## config.mk

```make
export PLATFORM = sky130hd
export DESIGN_NAME = sign_stage_front_flat
export DESIGN_NICKNAME = d
export VERILOG_FILES = /design/src/rtl/sign_stage_front_if.sv /design/src/rtl/sign_stage_front.sv /design/src/flat_wrapper.sv
export SDC_FILE = /design/constraint.sdc
export NUM_CORES = 1
export LEC_CHECK = 0
export BUFFER_PORTS_ARGS = -buffer_cell sky130_fd_sc_hd__buf_2
export CAP_MARGIN = 15
export CORE_MARGIN = 1.5
export CORE_UTILIZATION = 50
export DETAILED_ROUTE_END_ITERATION = 6
export MAX_ROUTING_LAYER = met4
export PLACE_DENSITY = 0.75
export SLEW_MARGIN = 10
export SYNTH_ARGS = -nofsm -noshare
export SYNTH_HDL_FRONTEND = slang
export SYNTH_SLANG_ARGS = --single-unit
```

## constraint.sdc

```tcl
create_clock -name Clk -period 2.6 [get_ports Clk]
set_input_delay 0.13 -clock Clk [delete_from_list [all_inputs] [get_ports Clk]]
set_output_delay 0.13 -clock Clk [all_outputs]
set_load 0.05 [all_outputs]
```

## src/rtl/sign_stage_front_if.sv

```systemverilog
// Handshake and bus bundle for sign_stage_front: operand pair plus opcode in,
// decoded sign/exponent/fraction flags out, each side with valid/ready.
interface sign_stage_front_if #(
    parameter int EXP_W  = 8,
    parameter int FRAC_W = 23
);
    localparam int W = 1 + EXP_W + FRAC_W;

    logic         InValid;
    logic         InReady;
    logic [W-1:0] OperandX;
    logic [W-1:0] OperandY;
    logic [1:0]   Opcode;
    logic         OutValid;
    logic         OutReady;
    logic         SignOperandX;
    logic         SignOperandY;
    logic         EffOperation;
    logic         ExclusiveSign;
    logic         DSign;
    logic         DZF;
    logic         CMP1;

    modport master (
        output InValid, OperandX, OperandY, Opcode, OutReady,
        input  InReady, OutValid, SignOperandX, SignOperandY, EffOperation,
               ExclusiveSign, DSign, DZF, CMP1
    );

    modport slave (
        input  InValid, OperandX, OperandY, Opcode, OutReady,
        output InReady, OutValid, SignOperandX, SignOperandY, EffOperation,
               ExclusiveSign, DSign, DZF, CMP1
    );
endinterface

```

## src/rtl/sign_stage_front.sv

```systemverilog
// Two-stage sign/exponent/fraction decode front end for an FP datapath.
// Define SIGN_FRONT_SKID_EN for a skid-buffered S1 with a registered InReady.
module sign_stage_front #(
    parameter int EXP_W  = 8,
    parameter int FRAC_W = 23
) (
    input  logic               Clk,
    input  logic               Reset,
    sign_stage_front_if.slave  bus
);
    localparam int W = 1 + EXP_W + FRAC_W;

    typedef struct packed {
        logic signX;
        logic signY;
        logic effOp;
        logic exclSign;
        logic dSign;
        logic dzf;
        logic cmp1;
    } signFlags_t;

    function automatic signFlags_t decodeFlags(
        input logic [W-1:0] x,
        input logic [W-1:0] y,
        input logic [1:0]   op
    );
        signFlags_t       f;
        logic [EXP_W:0]   expDiff;
        expDiff    = {1'b0, x[W-2:FRAC_W]} - {1'b0, y[W-2:FRAC_W]};
        f.signX    = x[W-1];
        f.signY    = y[W-1];
        case (op)
            2'b00, 2'b01: begin
                f.effOp    = x[W-1] ^ y[W-1] ^ op[0];
                f.exclSign = 1'b0;
            end
            2'b10, 2'b11: begin
                f.effOp    = 1'b0;
                f.exclSign = x[W-1] ^ y[W-1];
            end
            default: begin
                f.effOp    = 1'b0;
                f.exclSign = 1'b0;
            end
        endcase
        // Inverted borrow of the widened subtraction gives Ex >= Ey.
        f.dSign = ~expDiff[EXP_W];
        f.dzf   = (x[W-2:FRAC_W] == y[W-2:FRAC_W]);
        f.cmp1  = (y[FRAC_W-1:0] > x[FRAC_W-1:0]);
        return f;
    endfunction

    logic         s1Valid;
    logic [W-1:0] s1X;
    logic [W-1:0] s1Y;
    logic [1:0]   s1Op;
    logic         s2Valid;
    signFlags_t   s2Flags;
    logic         s2Load;
    logic         inReadyInt;
    logic         inAccept;

    assign s2Load   = s1Valid & (~s2Valid | bus.OutReady);
    assign inAccept = bus.InValid & inReadyInt;

`ifdef SIGN_FRONT_SKID_EN
    logic         skValid;
    logic [W-1:0] skX;
    logic [W-1:0] skY;
    logic [1:0]   skOp;

    // Ready depends only on skid occupancy, so OutReady never reaches InReady.
    assign inReadyInt = ~Reset & ~skValid;

    // S1 main register plus skid slot; the skid always holds the younger entry.
    always_ff @(posedge Clk) begin
        if (Reset) begin
            s1Valid <= 1'b0;
            s1X     <= {W{1'b0}};
            s1Y     <= {W{1'b0}};
            s1Op    <= 2'b00;
            skValid <= 1'b0;
            skX     <= {W{1'b0}};
            skY     <= {W{1'b0}};
            skOp    <= 2'b00;
        end else if (skValid) begin
            if (s2Load) begin
                s1Valid <= 1'b1;
                s1X     <= skX;
                s1Y     <= skY;
                s1Op    <= skOp;
                skValid <= 1'b0;
            end else begin
                s1Valid <= s1Valid;
                skValid <= skValid;
            end
        end else if (inAccept) begin
            if (~s1Valid | s2Load) begin
                s1Valid <= 1'b1;
                s1X     <= bus.OperandX;
                s1Y     <= bus.OperandY;
                s1Op    <= bus.Opcode;
            end else begin
                skValid <= 1'b1;
                skX     <= bus.OperandX;
                skY     <= bus.OperandY;
                skOp    <= bus.Opcode;
            end
        end else if (s2Load) begin
            s1Valid <= 1'b0;
        end else begin
            s1Valid <= s1Valid;
        end
    end
`else
    assign inReadyInt = ~Reset & (~s1Valid | s2Load);

    // S1 operand register: loads on accept, empties when S2 takes it.
    always_ff @(posedge Clk) begin
        if (Reset) begin
            s1Valid <= 1'b0;
            s1X     <= {W{1'b0}};
            s1Y     <= {W{1'b0}};
            s1Op    <= 2'b00;
        end else if (inAccept) begin
            s1Valid <= 1'b1;
            s1X     <= bus.OperandX;
            s1Y     <= bus.OperandY;
            s1Op    <= bus.Opcode;
        end else if (s2Load) begin
            s1Valid <= 1'b0;
        end else begin
            s1Valid <= s1Valid;
        end
    end
`endif

    // S2 flag register: decodes on load, holds flags after draining.
    always_ff @(posedge Clk) begin
        if (Reset) begin
            s2Valid <= 1'b0;
            s2Flags <= '{default: 1'b0};
        end else if (s2Load) begin
            s2Valid <= 1'b1;
            s2Flags <= decodeFlags(s1X, s1Y, s1Op);
        end else if (bus.OutReady) begin
            s2Valid <= 1'b0;
        end else begin
            s2Valid <= s2Valid;
        end
    end

    assign bus.InReady       = inReadyInt;
    assign bus.OutValid      = s2Valid;
    assign bus.SignOperandX  = s2Flags.signX;
    assign bus.SignOperandY  = s2Flags.signY;
    assign bus.EffOperation  = s2Flags.effOp;
    assign bus.ExclusiveSign = s2Flags.exclSign;
    assign bus.DSign         = s2Flags.dSign;
    assign bus.DZF           = s2Flags.dzf;
    assign bus.CMP1          = s2Flags.cmp1;
endmodule

```

## src/flat_wrapper.sv

```systemverilog
// flat-port wrapper written by rule: the top's interface ports become plain ports
module sign_stage_front_flat 
#(
    parameter int EXP_W  = 8,
    parameter int FRAC_W = 23
)
  (Clk, Reset, bus_InValid, bus_OperandX, bus_OperandY, bus_Opcode, bus_OutReady, bus_InReady, bus_OutValid, bus_SignOperandX, bus_SignOperandY, bus_EffOperation, bus_ExclusiveSign, bus_DSign, bus_DZF, bus_CMP1);
  sign_stage_front_if #(.EXP_W(EXP_W), .FRAC_W(FRAC_W)) bus_i ();
  input  logic Clk;
  input  logic Reset;
  input wire logic [$bits(bus_i.InValid)-1:0] bus_InValid;
  input wire logic [$bits(bus_i.OperandX)-1:0] bus_OperandX;
  input wire logic [$bits(bus_i.OperandY)-1:0] bus_OperandY;
  input wire logic [$bits(bus_i.Opcode)-1:0] bus_Opcode;
  input wire logic [$bits(bus_i.OutReady)-1:0] bus_OutReady;
  output wire logic [$bits(bus_i.InReady)-1:0] bus_InReady;
  output wire logic [$bits(bus_i.OutValid)-1:0] bus_OutValid;
  output wire logic [$bits(bus_i.SignOperandX)-1:0] bus_SignOperandX;
  output wire logic [$bits(bus_i.SignOperandY)-1:0] bus_SignOperandY;
  output wire logic [$bits(bus_i.EffOperation)-1:0] bus_EffOperation;
  output wire logic [$bits(bus_i.ExclusiveSign)-1:0] bus_ExclusiveSign;
  output wire logic [$bits(bus_i.DSign)-1:0] bus_DSign;
  output wire logic [$bits(bus_i.DZF)-1:0] bus_DZF;
  output wire logic [$bits(bus_i.CMP1)-1:0] bus_CMP1;
  assign bus_i.InValid = bus_InValid;
  assign bus_i.OperandX = bus_OperandX;
  assign bus_i.OperandY = bus_OperandY;
  assign bus_i.Opcode = bus_Opcode;
  assign bus_i.OutReady = bus_OutReady;
  assign bus_InReady = bus_i.InReady;
  assign bus_OutValid = bus_i.OutValid;
  assign bus_SignOperandX = bus_i.SignOperandX;
  assign bus_SignOperandY = bus_i.SignOperandY;
  assign bus_EffOperation = bus_i.EffOperation;
  assign bus_ExclusiveSign = bus_i.ExclusiveSign;
  assign bus_DSign = bus_i.DSign;
  assign bus_DZF = bus_i.DZF;
  assign bus_CMP1 = bus_i.CMP1;
  sign_stage_front #(.EXP_W(EXP_W), .FRAC_W(FRAC_W)) u_core (.Clk(Clk), .Reset(Reset), .bus(bus_i));
endmodule
```

Word level (Yosys, flattened, before mapping)
Index checks and enable logic that the tools add are counted.
{ "totals": {"regBits": 75, "input_bits": 70, "out_inout_bits": 9, "elab_cells": 39} }
{ "classes": {"addsub": 1, "order_cmp": 1, "eq_ne": 4, "n_mux": 5, "bitwise_logic": 11, "n_reduce_logical": 5} }
{ "op_table": {"columns": ["op", "count"], "rows": [
  ["> comparator 23 bit", 1],
  ["subtractor 8 x 8 -> 9 bit", 1],
  ["== test 8 bit", 1],
  ["== test 2 bit (second input constant)", 2],
  ["2-to-1 mux 1 bit", 4],
  ["NOT 1 bit", 4],
  ["one-hot mux 2 bit (2 select lines)", 1],
  ["nonzero test 2 bit", 2],
  ["OR reduction 2 bit", 2],
  ["AND 1 bit", 3],
  ["== test 2 x 1 -> 1 bit (second input constant)", 1],
  ["logical NOT 2 bit", 1],
  ["OR 1 bit", 2],
  ["bitwise XOR 1 bit", 2]
]} }

Longest topological paths before layout
Gate-level depths: netlist of the first run.
{ "logic_depth": {"word_depth": 7, "depth_mapped": 8} }

Worst setup path before layout of the first run
No wires, ideal clock.
{ "synth_timing": {"kind": "register -> register", "from": "reg u_core.s2Valid, in the netlist u_core.bus.OutValid", "to": "reg u_core.s1X[24]", "arrival_time_ps": 1841, "t_required_ps": 2487, "path_slack_ps": 647, "stages_incl_launch_ff": 7, "path_buffers": 1, "synth_period_minus_slack_ps": 1953, "cell_sequence": "dfxtp_1 -> nor2b_4 -> a21oi_2 -> nand2_1 -> clkbuf_1 -> nand3b_1 -> nand2_1"} }
{ "synth_between": {"elab_chain_cells": 6} }
{ "synth_rtl": {"columns": ["item", "line_no", "text"], "rows": [
  ["from (decl)", "sign_stage_front.sv:58", "logic s2Valid;"],
  ["from (signal assigned)", "sign_stage_front.sv:150", "s2Valid <= s2Valid;"],
  ["NOT 1 bit", "sign_stage_front.sv:64", "assign s2Load = s1Valid & (~s2Valid | bus.OutReady);"],
  ["OR 1 bit", "sign_stage_front.sv:64", null],
  ["AND 1 bit", "sign_stage_front.sv:64", null],
  ["OR 1 bit", "sign_stage_front.sv:117", "assign inReadyInt = ~Reset & (~s1Valid | s2Load);"],
  ["AND 1 bit", "sign_stage_front.sv:117", null],
  ["net bus_InReady", "flat_wrapper.sv:16", "output wire logic [$bits(bus_i.InReady)-1:0] bus_InReady;"],
  ["AND 1 bit", "sign_stage_front.sv:65", "assign inAccept = bus.InValid & inReadyInt;"],
  ["to (signal assigned)", "sign_stage_front.sv:123", "s1X <= {W{1'b0}};"],
  ["to (signal assigned)", "sign_stage_front.sv:128", "s1X <= bus.OperandX;"],
  ["to (decl)", "sign_stage_front.sv:55", "logic [W-1:0] s1X;"]
]} }
The timed path passes the listed nets, and every way through them passes these cells.
A chain may end at the register's enable or synchronous reset.

Worst setup path in the final report of the first run
{ "layout_timing": {"from": "reg u_core.s1X[8]", "to": "reg u_core.s2Flags, in the netlist u_core.bus.CMP1"} }
{ "layout_between": {"elab_chain_cells": 1} }
{ "layout_rtl": {"columns": ["item", "line_no", "text"], "rows": [
  ["> comparator 23 bit", "sign_stage_front.sv:50", "f.cmp1 = (y[FRAC_W-1:0] > x[FRAC_W-1:0]);"],
  ["to (signal assigned)", "sign_stage_front.sv:146", "s2Flags <= decodeFlags(s1X, s1Y, s1Op);"],
  ["to (decl)", "sign_stage_front.sv:59", "signFlags_t s2Flags;"]
]} }
No other way between the ends.

==> results of run 1 <==
==> area by class of cell <==
type / count / area [µm²]
flip-flops and latches: 75 / 1500
inverters: 32 / 120
clock inverters: 3 / 21.3
multi-input cells: 272 / 1710
well taps: 80 / 100
fillers: 523 / 2080
clock buffers: 13 / 169
repair buffers: 146 / 1060
==> cell families after synthesis <==
group                      count (synthesis)  synth area share
and+or+nand+nor                          177             0.247
DFF                                       75             0.432
AOI/OAI and AO/OA                         62             0.127
buffers and inverters                     55            0.0767
adders and majority gates                 31             0.112
xor gates and xnor gates                   2           0.00504
==> per-stage QoR <==
stage / hold slack, ns / instances / utilization / total power [mW] / setup WS [ns]
global placement: 0.312 / 541 / 0.570 / 1.70 / 0.873
CTS: 0.00633 / 621 / 0.693 / 2.63 / 0.861
floorplan: 0.229 / 402 / - / 1.59 / 0.647
detailed placement: 0.316 / 541 / 0.570 / 1.71 / 0.874
finish: 0.00969 / 621 / 0.693 / 2.61 / 0.875
global route: 0.0155 / 621 / 0.693 / 2.75 / 0.791
==> worst max-delay path: stages, from the launching register on <==
cell and delay, ns:
dfxtp_1 0.32, inv_1 0.06, ha_1 0.30, a211oi_1 0.24
nor2_1 0.08, a2111oi_1 0.33, o2111a_1 0.21, nor4_1 0.05
==> metal layers <==
| metal | vias to the layer above | share of wire | GRT usage |
|---|---|---|---|
| met5 | - | 0 | - |
| met4 | 0 | 0.013 | 0.0894 |
| met3 | 11 | 0.041 | 0.0467 |
| met2 | 76 | 0.50 | 0.438 |
| met1 | 1463 | 0.44 | 0.276 |
| li1 | 1629 | - | - |
==> Yosys cell counts (all sizes together), types with 2 or more instances <==
| cell type | count | area (µm²) |
|---|---|---|
| nand4 | 8 | 56.3 |
| nand3b | 36 | 270 |
| nand2 | 111 | 417 |
| nor4 | 2 | 12.5 |
| ha | 31 | 388 |
| nor2 | 10 | 37.5 |
| a21oi | 13 | 68.8 |
| inv | 32 | 120 |
| o31ai | 31 | 233 |
| dfxtp | 75 | 1500 |
| o21a | 2 | 15.0 |
| nor3 | 2 | 10.0 |
| a21o | 3 | 22.5 |
| buf | 11 | 101 |
| nor2b | 2 | 20.0 |
| and2 | 3 | 18.8 |
| o21ai | 4 | 20.0 |
| nand2b | 2 | 12.5 |
| a211oi | 4 | 35.0 |
| clkbuf | 12 | 45.0 |
==> repair_timing <==
item                       in CTS  in global routing
hold endpoints to repair       64                  0
hold buffers                   64                  0
setup endpoints to repair       0                  0
gates resized for setup         0                  0
==> worst paths after layout <==
kind,endpoint,slack [ns],startpoint,cells past startpoint
worst max-delay path,u_core.bus.CMP1$_SDFFE_PP0P_,0.88,u_core.s1X[8]$_SDFFE_PP0P_,7
worst min-delay path,u_core.s1Valid$_SDFFE_PP0P_,0.01,bus_InValid,3
worst max register to register,u_core.bus.CMP1$_SDFFE_PP0P_,0.88,u_core.s1X[8]$_SDFFE_PP0P_,7
worst min register to register,u_core.bus.SignOperandY$_SDFFE_PP0P_,0.46,u_core.bus.SignOperandY$_SDFFE_PP0P_,2
==> state kept, by name, indices dropped and copies added (netlist names) <==
| name | flops |
|---|---|
| u_core.bus.EffOperation | 1 |
| u_core.s1Op | 2 |
| u_core.s1Valid | 1 |
| u_core.bus.CMP1 | 1 |
| u_core.bus.OutValid | 1 |
| u_core.s1X | 32 |
| u_core.bus.SignOperandY | 1 |
| u_core.bus.ExclusiveSign | 1 |
| u_core.bus.DZF | 1 |
| u_core.bus.SignOperandX | 1 |
| u_core.bus.DSign | 1 |
| u_core.s1Y | 32 |
==> power breakdown <==
part / internal (mW) / total, mW / leakage, nW / switching, mW
combinational: 0.246 / 0.499 / 1.46 / 0.253
clock: 0.425 / 0.843 / 0.0956 / 0.418
sequential: 1.23 / 1.27 / 0.620 / 0.0380
==> qor.txt, run 1 <==
Fin area - 4680 µm²
CORE AREA - 6760 µm²
Worst slew pin tran - 0.680 ns
Pwr Density - 558 nW/µm²
Tightest Hold Check Type - in2reg
Routed vias/inst - 5.12
Post-route ant nets - 0
Vias in the first global route - 3,296
Seq cells post-synth - 75
Gr usage total - 0.247
Initial Util - 0.514
Die width - 86.4 µm
RSZ-0062 raised after global routing - false
Max Slew Vio Count - 0
Mean Syn Cell Area - 8.64 µm²
Die ar. - 7460 µm²
Fmax - 0.580 GHz
Mapped Nets - 503
DP Wirelength - 4990 µm
GR Overflow Total - 0
Max-slew headroom - 0.547
Most frequent cells in the layout - nand2_1 (111), buf_2 (78), dfxtp_1 (75), dlygate4sd3_1 (64), nand3b_1 (36)
Final period util - 0.663
Synth Flop Type - dfxtp_1
Max FO, Critical Path - 2
Lkg Pwr - 2.18 nW
Post-CTS Setup Repair Bufs - 0
Initial antenna violation count - 0
Share of layout cells above drive strength 1 - 0.189
Drt pass-1 iters - 4
Peak supply drop - 0.000364 V
Layout Area Growth over Synthesis - 34.7%
Crit end category - register
DRC viols - 0
RePlAce Congestion - 0.806
Row count - 30
CP Class - reg2reg
Setup TNS - 0 ns
Pin count of the biggest net entering global routing - 76
Clock Skews - 0.00835 ns
Port Buffers - 78
First-pass GRT wire length - 14,100 µm
Initial DRC count - 194
Detailed-route wire length per cell - 13.5 µm
Synth unique cells - 35
Worst endpoint data arrival time - 1.93 ns
Commonest non-fill, non-tap cell in the layout - nand2_1
Worst-Skew Late Latency - 0.35 ns
CP required - 2.81 ns
Syn Inst Count - 402
Max_cap viols - 0
DIE HEIGHT - 86.4 µm
YS warnings - 0
Clk root buf - clkbuf_8
Antenna diodes - 0
Via count - 3,179
Final min period - 1.72 ns
WL final - 8370 µm
Num CTS Buffers - 9
CP startpoint kind - register
# H-tree levels - 3
Clk sink count - 75
Final setup vio count - 0
IO Pins - 79
Dpl cell area - 3850 µm²
Status - complete, no violations
Mapped cell area - 3470 µm²
Clk buf depth - 2
Ys async rst share - 0
Final hold viol count - 0
CTS tree - built
Reg clk slew, reported paths - 0.07 ns
Post-synth EDFFs - 0
Sequential cell area fraction in the yosys report - 0.432
Total Nets Final - 637
Note: power is estimated with default switching activity, not from simulation.
==> run 2, diff against run 1 <==
--- a/config.mk
+++ b/config.mk
@@ -5,6 +5,7 @@
 export SDC_FILE = /design/constraint.sdc
 export NUM_CORES = 1
 export LEC_CHECK = 0
+export ABC_AREA = 1
 export BUFFER_PORTS_ARGS = -buffer_cell sky130_fd_sc_hd__buf_2
 export CAP_MARGIN = 15
 export CORE_MARGIN = 1.5
==> constraint.sdc (replaced) <==
create_clock -name Clk -period 1.7 [get_ports Clk]
set_input_delay 0.085 -clock Clk [delete_from_list [all_inputs] [get_ports Clk]]
set_output_delay 0.085 -clock Clk [all_outputs]
set_load 0.05 [all_outputs]
==> run 2 against run 1 <==
Compared with the run above:
- via count increased by 2.7%
- die area increased by 1.5%
- setup slack got worse by 0.65 ns
- sequential power increased by 53%
- count of clock-buffer cells in the layout unchanged
- sequential share of layout area decreased by 1.0 points
- wire length decreased by 4.5%
- sequential cell count unchanged
- core utilization increased by 1.8 points
- hold slack improved by 0.037 ns
- first-iteration DRC count decreased by 28%
- register-to-register slack got worse by 0.65 ns
- largest power group unchanged
==> qor.txt, run 2 <==
Layout Area Growth over Synthesis - 36.9%
Fmax - 0.678 GHz (+17%)
R2R Setup Slk - 0.22 ns (-0.65 ns)
Max-slew headroom - 0.648 (+0.101)
Final period util - 0.868 (+0.205)
Hold Crit Depth - 4 (+1)
Max Slew Vio Count - 0 (unchanged)
Mean Syn Cell Area - 7.84 µm² (-9.3%)
Register area - 1500 µm² (unchanged)
WHS Endpoint - u_core.bus.OutValid$_SDFFE_PP0P_
Antenna diodes - 0 (unchanged)
Mapped Nets - 551 (+9.5%)
Seq cells post-synth - 75 (unchanged)
Final hold viol count - 0 (unchanged)
Via count - 3,264 (+2.7%)
Min-Delay Startpoint - bus_OutReady
Yosys top cell area share - 0.426 (-0.00659)
Worst-Skew Late Latency - 0.33 ns (-0.02 ns)
Pwr Density - 850 nW/µm² (+52%)
RePlAce Congestion - 0.803 (-0.31%)
Total Nets Final - 689 (+8.2%)
Row count - 30 (unchanged)
Peak supply drop - 0.000454 V (+25%)
Clock Skews - 0.00640 ns (-0.00195 ns)
Commonest cells post-synth - nand2_1 (146), dfxtp_1 (75), inv_1 (54), ha_1 (31), o21ai_0 (26)
IO Pins - 79 (unchanged)
Vias in the first global route - 3,173 (-3.7%)
Share of layout cells above drive strength 1 - 0.189 (+0.000649)
GR Overflow Total - 0 (unchanged)
Pin count of the biggest net entering global routing - 54 (-29%)
DP Wirelength - 4980 µm (-0.25%)
Sequential cell area fraction in the yosys report - 0.426 (-0.00659)
CP startpoint kind - register
Tightest Hold Check Type - in2reg
Most frequent cells in the layout - nand2_1 (146), buf_2 (78), dfxtp_1 (75), dlygate4sd3_1 (66), inv_1 (54)
Post-synth EDFFs - 0 (unchanged)
Worst slew pin tran - 0.528 ns (-0.151 ns)
CP Class - reg2reg
Crit Reg-Reg Startpoint - u_core.s1X[22]$_SDFFE_PP0P_
Dpl cell area - 3980 µm² (+3.3%)
FILL cells - 533 (+1.9%)
Crit path from - u_core.s1X[22]$_SDFFE_PP0P_
Mapped cell area - 3530 µm² (+1.5%)
WL final - 8000 µm (-4.5%)
Synth unique cells - 25 (-29%)
Port Buffers - 78 (unchanged)
CP required - 1.95 ns (-0.86 ns)
Lkg Pwr - 2.24 nW (+2.9%)
Clk root buf - clkbuf_8
Initial DRC count - 140 (-28%)
Largest regs - u_core.s1X: 32 flops, u_core.s1Y: 32 flops, u_core.s1Op: 2 flops
Routed vias/inst - 4.74 (-7.3%)
Clk buf depth - 2 (unchanged)
Cell taking the most area after synthesis - dfxtp_1
Commonest non-fill, non-tap cell in the layout - nand2_1
Dpl ws - 0.260 ns (-0.613 ns)
Gr usage total - 0.227 (-0.0199)
DRC viols - 0 (unchanged)
Ys async rst share - 0 (unchanged)
Setup TNS - 0 ns (unchanged)
Multi-input gate area - 1680 µm² (-1.5%)
Most frequent cell after synthesis - nand2_1
Num CTS Buffers - 9 (unchanged)
Max_cap viols - 0 (unchanged)
Worst endpoint data arrival time - 1.73 ns (-0.20 ns)
Post-CTS Setup Repair Bufs - 0 (unchanged)
Power Total - 4.11 mW (+57%)
Max FO, Critical Path - 3 (+1)
Status - complete, no violations
Detailed-route wire length per cell - 11.6 µm (-14%)
R2r endpoint - u_core.bus.CMP1$_SDFFE_PP0P_
YS warnings - 0 (unchanged)
Initial antenna violation count - 0 (unchanged)
Synth Flop Type - dfxtp_1
Syn Inst Count - 450 (+12%)
Final min period - 1.48 ns (-0.249 ns)
Fin area - 4830 µm² (+3.2%)
CTS tree - built
RSZ-0062 raised after global routing - false
Die ar. - 7570 µm² (+1.5%)
First-pass GRT wire length - 13,100 µm (-7.4%)
# H-tree levels - 3 (unchanged)
Reg clk slew, reported paths - 0.07 ns (about the same)
Drt pass-1 iters - 4 (unchanged)
PnR worst setup slack - 0.224 ns (-0.651 ns)
Crit end category - register
Initial Util - 0.519 (+0.00508)
CORE AREA - 6790 µm² (+0.56%)
Final setup vio count - 0 (unchanged)
R2R cell count - 10 (+3)
DIE HEIGHT - 87.0 µm (+0.75%)
Clk sink count - 75 (unchanged)
Synth area leaders - dfxtp_1 (43%), nand2_1 (16%), ha_1 (11%), inv_1 (5.7%), o31ai_1 (4.7%)
Die width - 87.0 µm (+0.75%)
Post-route ant nets - 0 (unchanged)
run 2: changes by cell type after synthesis, sizes merged, moves of 3 or more:
cell / delta
buf: +5
nand3: +4
nand4: -6
o21ai: +33
inv: +23
a21oi: +5
clkbuf: -6
nand2: +37
and2: -3
nand3b: -36
nor2: +8
a211oi: -4
run 2: routing by layer:
| metal | vias up | GRT usage | share of wire |
|---|---|---|---|
| met5 | - | - | 0 |
| met4 | 0 | 0.113 | 0.019 |
| met3 | 14 | 0.0389 | 0.031 |
| met2 | 56 | 0.395 | 0.50 |
| met1 | 1462 | 0.250 | 0.45 |
| li1 | 1732 | - | - |
run 2: kinds of logic (layout without fill, tap and decap cells):
| kind of cell | Yosys count | after routing | synth area share |
|---|---|---|---|
| flip-flops | 75 | 75 | 0.426 |
| XOR/XNOR | 1 | 1 | 0.00248 |
| buffers and inverters | 77 | 219 | 0.0975 |
| adder cells (fa/ha/maj) | 31 | 31 | 0.110 |
| AO/OA/AOI/OAI | 91 | 91 | 0.170 |
| AND/OR/NAND/NOR | 175 | 175 | 0.194 |
run 2: final cells by class:
class                           count  share of cell area
Clock inverter                      2             0.00725
Multi-Input combinational cell    298               0.348
Timing Repair Buffer              149               0.233
Clock buffer                       13              0.0329
Inverter                           55              0.0427
Sequential cell                    75               0.311
Tap cell                           96              0.0249
run 2: worst max path at each step:
stage                                   end  slack (ns)  cells after the start
6_report       u_core.bus.CMP1$_SDFFE_PP0P_        0.22                     10
5_1_grt        u_core.bus.CMP1$_SDFFE_PP0P_        0.06                     10
4_1_cts        u_core.bus.CMP1$_SDFFE_PP0P_        0.24                     10
3_5_place_dp   u_core.bus.CMP1$_SDFFE_PP0P_        0.26                     10
3_3_place_gp   u_core.bus.CMP1$_SDFFE_PP0P_        0.32                     10
2_1_floorplan   u_core.s1Op[1]$_SDFFE_PP0P_        0.16                      9
run 2: critical path: stages, from the launching register on:
cell and delay, ns:
dfxtp_1 0.31, inv_1 0.06, ha_1 0.29, nand2_1 0.07, nor2_1 0.17, nand2_1 0.09
nor2_1 0.10, nand2_1 0.06, nand3_1 0.08, nand2_1 0.06, a21oi_1 0.12
run 2: through the flow:
stage,utilization,hold slack (ns),std cells
floorplan,-,0.198,450
global placement,0.585,0.281,607
detailed placement,0.585,0.286,607
CTS,0.711,0.0319,688
global route,0.711,0.0605,688
finish,0.711,0.0464,688
run 2: report_power, final:
group / internal [mW] / switching, mW / total, mW
combinational: 0.384 / 0.442 / 0.826
clock: 0.750 / 0.589 / 1.34
sequential: 1.89 / 0.0571 / 1.94
run 2: what timing repair did:
action | CTS | global route
setup endpoints to repair | 0 | 0
hold buffers | 66 | 0
resized for setup | 0 | 0
hold endpoints to repair | 66 | 0
==> run 3, diff against run 2 <==
--- a/config.mk
+++ b/config.mk
@@ -12,7 +12,7 @@
 export CORE_UTILIZATION = 50
 export DETAILED_ROUTE_END_ITERATION = 6
 export MAX_ROUTING_LAYER = met4
-export PLACE_DENSITY = 0.75
+export PLACE_DENSITY = 0.77
 export SLEW_MARGIN = 10
 export SYNTH_ARGS = -nofsm -noshare
 export SYNTH_HDL_FRONTEND = slang
==> run 3 against run 2 <==
Compared with the run above:
- setup slack better by 0.020 ns
- first-iteration DRC count is 9.3% higher
- clock skew barely moved
- total power is 2.6% lower
- wire length grew 1.7%
- die area stayed put
- critical path depth did not move
- sequential power barely moved
- sequential share of layout area is 0.27 points higher
- sequential cell count did not move
- core utilization fell by 0.61 points
- critical path type unchanged
- largest power group unchanged
==> qor.txt, run 3 (same netlist as run 2, synthesis figures left out) <==
IO Pins - 79 (unchanged)
Final hold viol count - 0 (unchanged)
Gr usage total - 0.229 (+0.00202)
Max-slew headroom - 0.639 (-0.00838)
Max Slew Vio Count - 0 (unchanged)
Num CTS Buffers - 9 (unchanged)
WHS Endpoint - u_core.bus.OutValid$_SDFFE_PP0P_
Final period util - 0.857 (-0.0115)
RSZ-0062 raised after global routing - false
Clk root buf - clkbuf_8
Row count - 30 (unchanged)
Initial antenna violation count - 0 (unchanged)
Crit end category - register
CP required - 1.98 ns (+0.03 ns)
Max_cap viols - 0 (unchanged)
DP Wirelength - 4730 µm (-5.0%)
FILL cells - 519 (-2.6%)
WL final - 8130 µm (+1.7%)
DRC viols - 0 (unchanged)
Final setup vio count - 0 (unchanged)
Layout Area Growth over Synthesis - 35.7%
Crit path from - u_core.s1X[14]$_SDFFE_PP0P_
First-pass GRT wire length - 13,200 µm (+1.2%)
CTS tree - built
Tightest Hold Check Type - in2reg
Initial DRC count - 153 (+9.3%)
Die ar. - 7570 µm² (unchanged)
Worst-Skew Late Latency - 0.34 ns (about the same)
Combinational fraction of design power - 0.206 (+0.005)
Detailed-route wire length per cell - 11.8 µm (+1.7%)
Drt pass-1 iters - 5 (+1)
Internal cell power - 2.87 mW (-4.9%)
Pwr Density - 835 nW/µm² (-1.8%)
Commonest non-fill, non-tap cell in the layout - nand2_1
Setup TNS - 0 ns (unchanged)
Lkg Pwr - 2.22 nW (-0.79%)
Dpl cell area - 3960 µm² (-0.50%)
R2R cell count - 10 (unchanged)
Clock Power Share - 0.309 (-0.017)
# H-tree levels - 3 (unchanged)
Post-route ant nets - 0 (unchanged)
Critical-path top delay cell - dfxtp_1
CORE AREA - 6790 µm² (unchanged)
Min-Delay Startpoint - bus_OutReady
R2r endpoint - u_core.bus.CMP1$_SDFFE_PP0P_
Worst endpoint data arrival time - 1.73 ns (about the same)
Vias in the first global route - 3,063 (-3.5%)
CP Class - reg2reg
Total Nets Final - 688 (-0.15%)
Clk buf depth - 2 (unchanged)
Clock Skews - 0.00638 ns (-0.0000182 ns)
Crit path cell chain - inv_1 > ha_1 > nand2_1 > nor2_1 > nand2_1 > nor2_1 > nand2_1 > nand3_1 > nand2_1 > a21oi_1
Crit Reg-Reg Startpoint - u_core.s1X[14]$_SDFFE_PP0P_
Status - complete, no violations
Initial Util - 0.519 (unchanged)
Die width - 87.0 µm (unchanged)
Most frequent cells in the layout - nand2_1 (146), buf_2 (78), dfxtp_1 (75), dlygate4sd3_1 (66), inv_1 (54)
Fin area - 4790 µm² (-0.85%)
Core Util, Final - 0.705 (-0.00608)
RePlAce Congestion - 0.788 (-1.8%)
Clk sink count - 75 (unchanged)
Routed vias/inst - 4.80 (+1.1%)
Share of layout cells above drive strength 1 - 0.188 (-0.00169)
R2R Setup Slk - 0.24 ns (+0.02 ns)
Hold Crit Depth - 4 (unchanged)
Sequential share of power - 0.485 (+0.012)
Port Buffers - 78 (unchanged)
Switch share - 0.282 (+0.0173)
Max incr delay on CP - 0.33 ns (+0.02 ns)
Final min period - 1.46 ns (-0.0196 ns)
NetSw - 1.13 mW (+3.8%)
CP startpoint kind - register
Pin count of the biggest net entering global routing - 83 (+54%)
CP dominant cell by count - nand2_1
Reg clk slew, reported paths - 0.07 ns (about the same)
GR Overflow Total - 0 (unchanged)
Peak supply drop - 0.000436 V (-3.9%)
DIE HEIGHT - 87.0 µm (unchanged)
Antenna diodes - 0 (unchanged)
Via count - 3,299 (+1.1%)
Max FO, Critical Path - 2 (-1)
Fmax - 0.687 GHz (+1.3%)
Worst slew pin tran - 0.541 ns (+0.0126 ns)
Largest regs - u_core.s1X: 32 flops, u_core.s1Y: 32 flops, u_core.s1Op: 2 flops
WHS - 0.0495 ns (+0.00309 ns)
## run 3: power by group through the flow
stage               Sequential [mW]  Clock (mW)  Combinational [mW]
global placement               1.98           0               0.678
detailed placement             1.98           0               0.692
global route                   1.95        1.32               0.935
finish                         1.94        1.24               0.822
CTS                            1.94        1.25               0.814
floorplan                      2.01           0               0.475
## run 3: through the flow
stage / total power, mW / cells / worst slack, ns
3_5_place_dp: 2.67 / 606 / 0.255
3_3_place_gp: 2.65 / 606 / 0.309
5_1_grt: 4.21 / 688 / 0.109
4_1_cts: 4.01 / 688 / 0.240
2_1_floorplan: 2.48 / 450 / 0.158
6_report: 4.00 / 688 / 0.244
## run 3: how the worst max path moves through the flow
stage	end
after global routing	u_core.bus.CMP1$_SDFFE_PP0P_
after global placement	u_core.bus.CMP1$_SDFFE_PP0P_
after CTS	u_core.bus.CMP1$_SDFFE_PP0P_
final	u_core.bus.CMP1$_SDFFE_PP0P_
after floorplan	u_core.s1Op[1]$_SDFFE_PP0P_
after detailed placement	u_core.bus.CMP1$_SDFFE_PP0P_
## run 3: layout make-up
type	count	area, µm²	area share
Clock buffer	14	163	0.0340
Clock inverter	2	10.0	0.00209
Inverter	55	206	0.0431
Multi-Input combinational cell	298	1680	0.351
Sequential cell	75	1500	0.313
Tap cell	96	120	0.0251
Timing Repair Buffer	148	1110	0.231
## run 3: worst max-delay path, delay by kind of cell (launching register included)
family	cells	cell delay (ns)
and+or+nand+nor	7	0.62
adders and majority gates	1	0.28
DFF	1	0.33
buffers and inverters	1	0.05
AOI/OAI and AO/OA	1	0.10
## run 3: repair_timing
item | in CTS | in global routing
resized for setup | 0 | 0
hold endpoints to repair | 66 | 0
setup buffers | 0 | 0
hold buffers | 66 | 0
## run 3: layer usage
layer  wire, µm  GRT usage  up-vias
met4        212      0.116        0
met5          0          -        -
met2       4010      0.389       88
met1       3610      0.264     1466
li1           -          -     1726
met3        294     0.0313       19
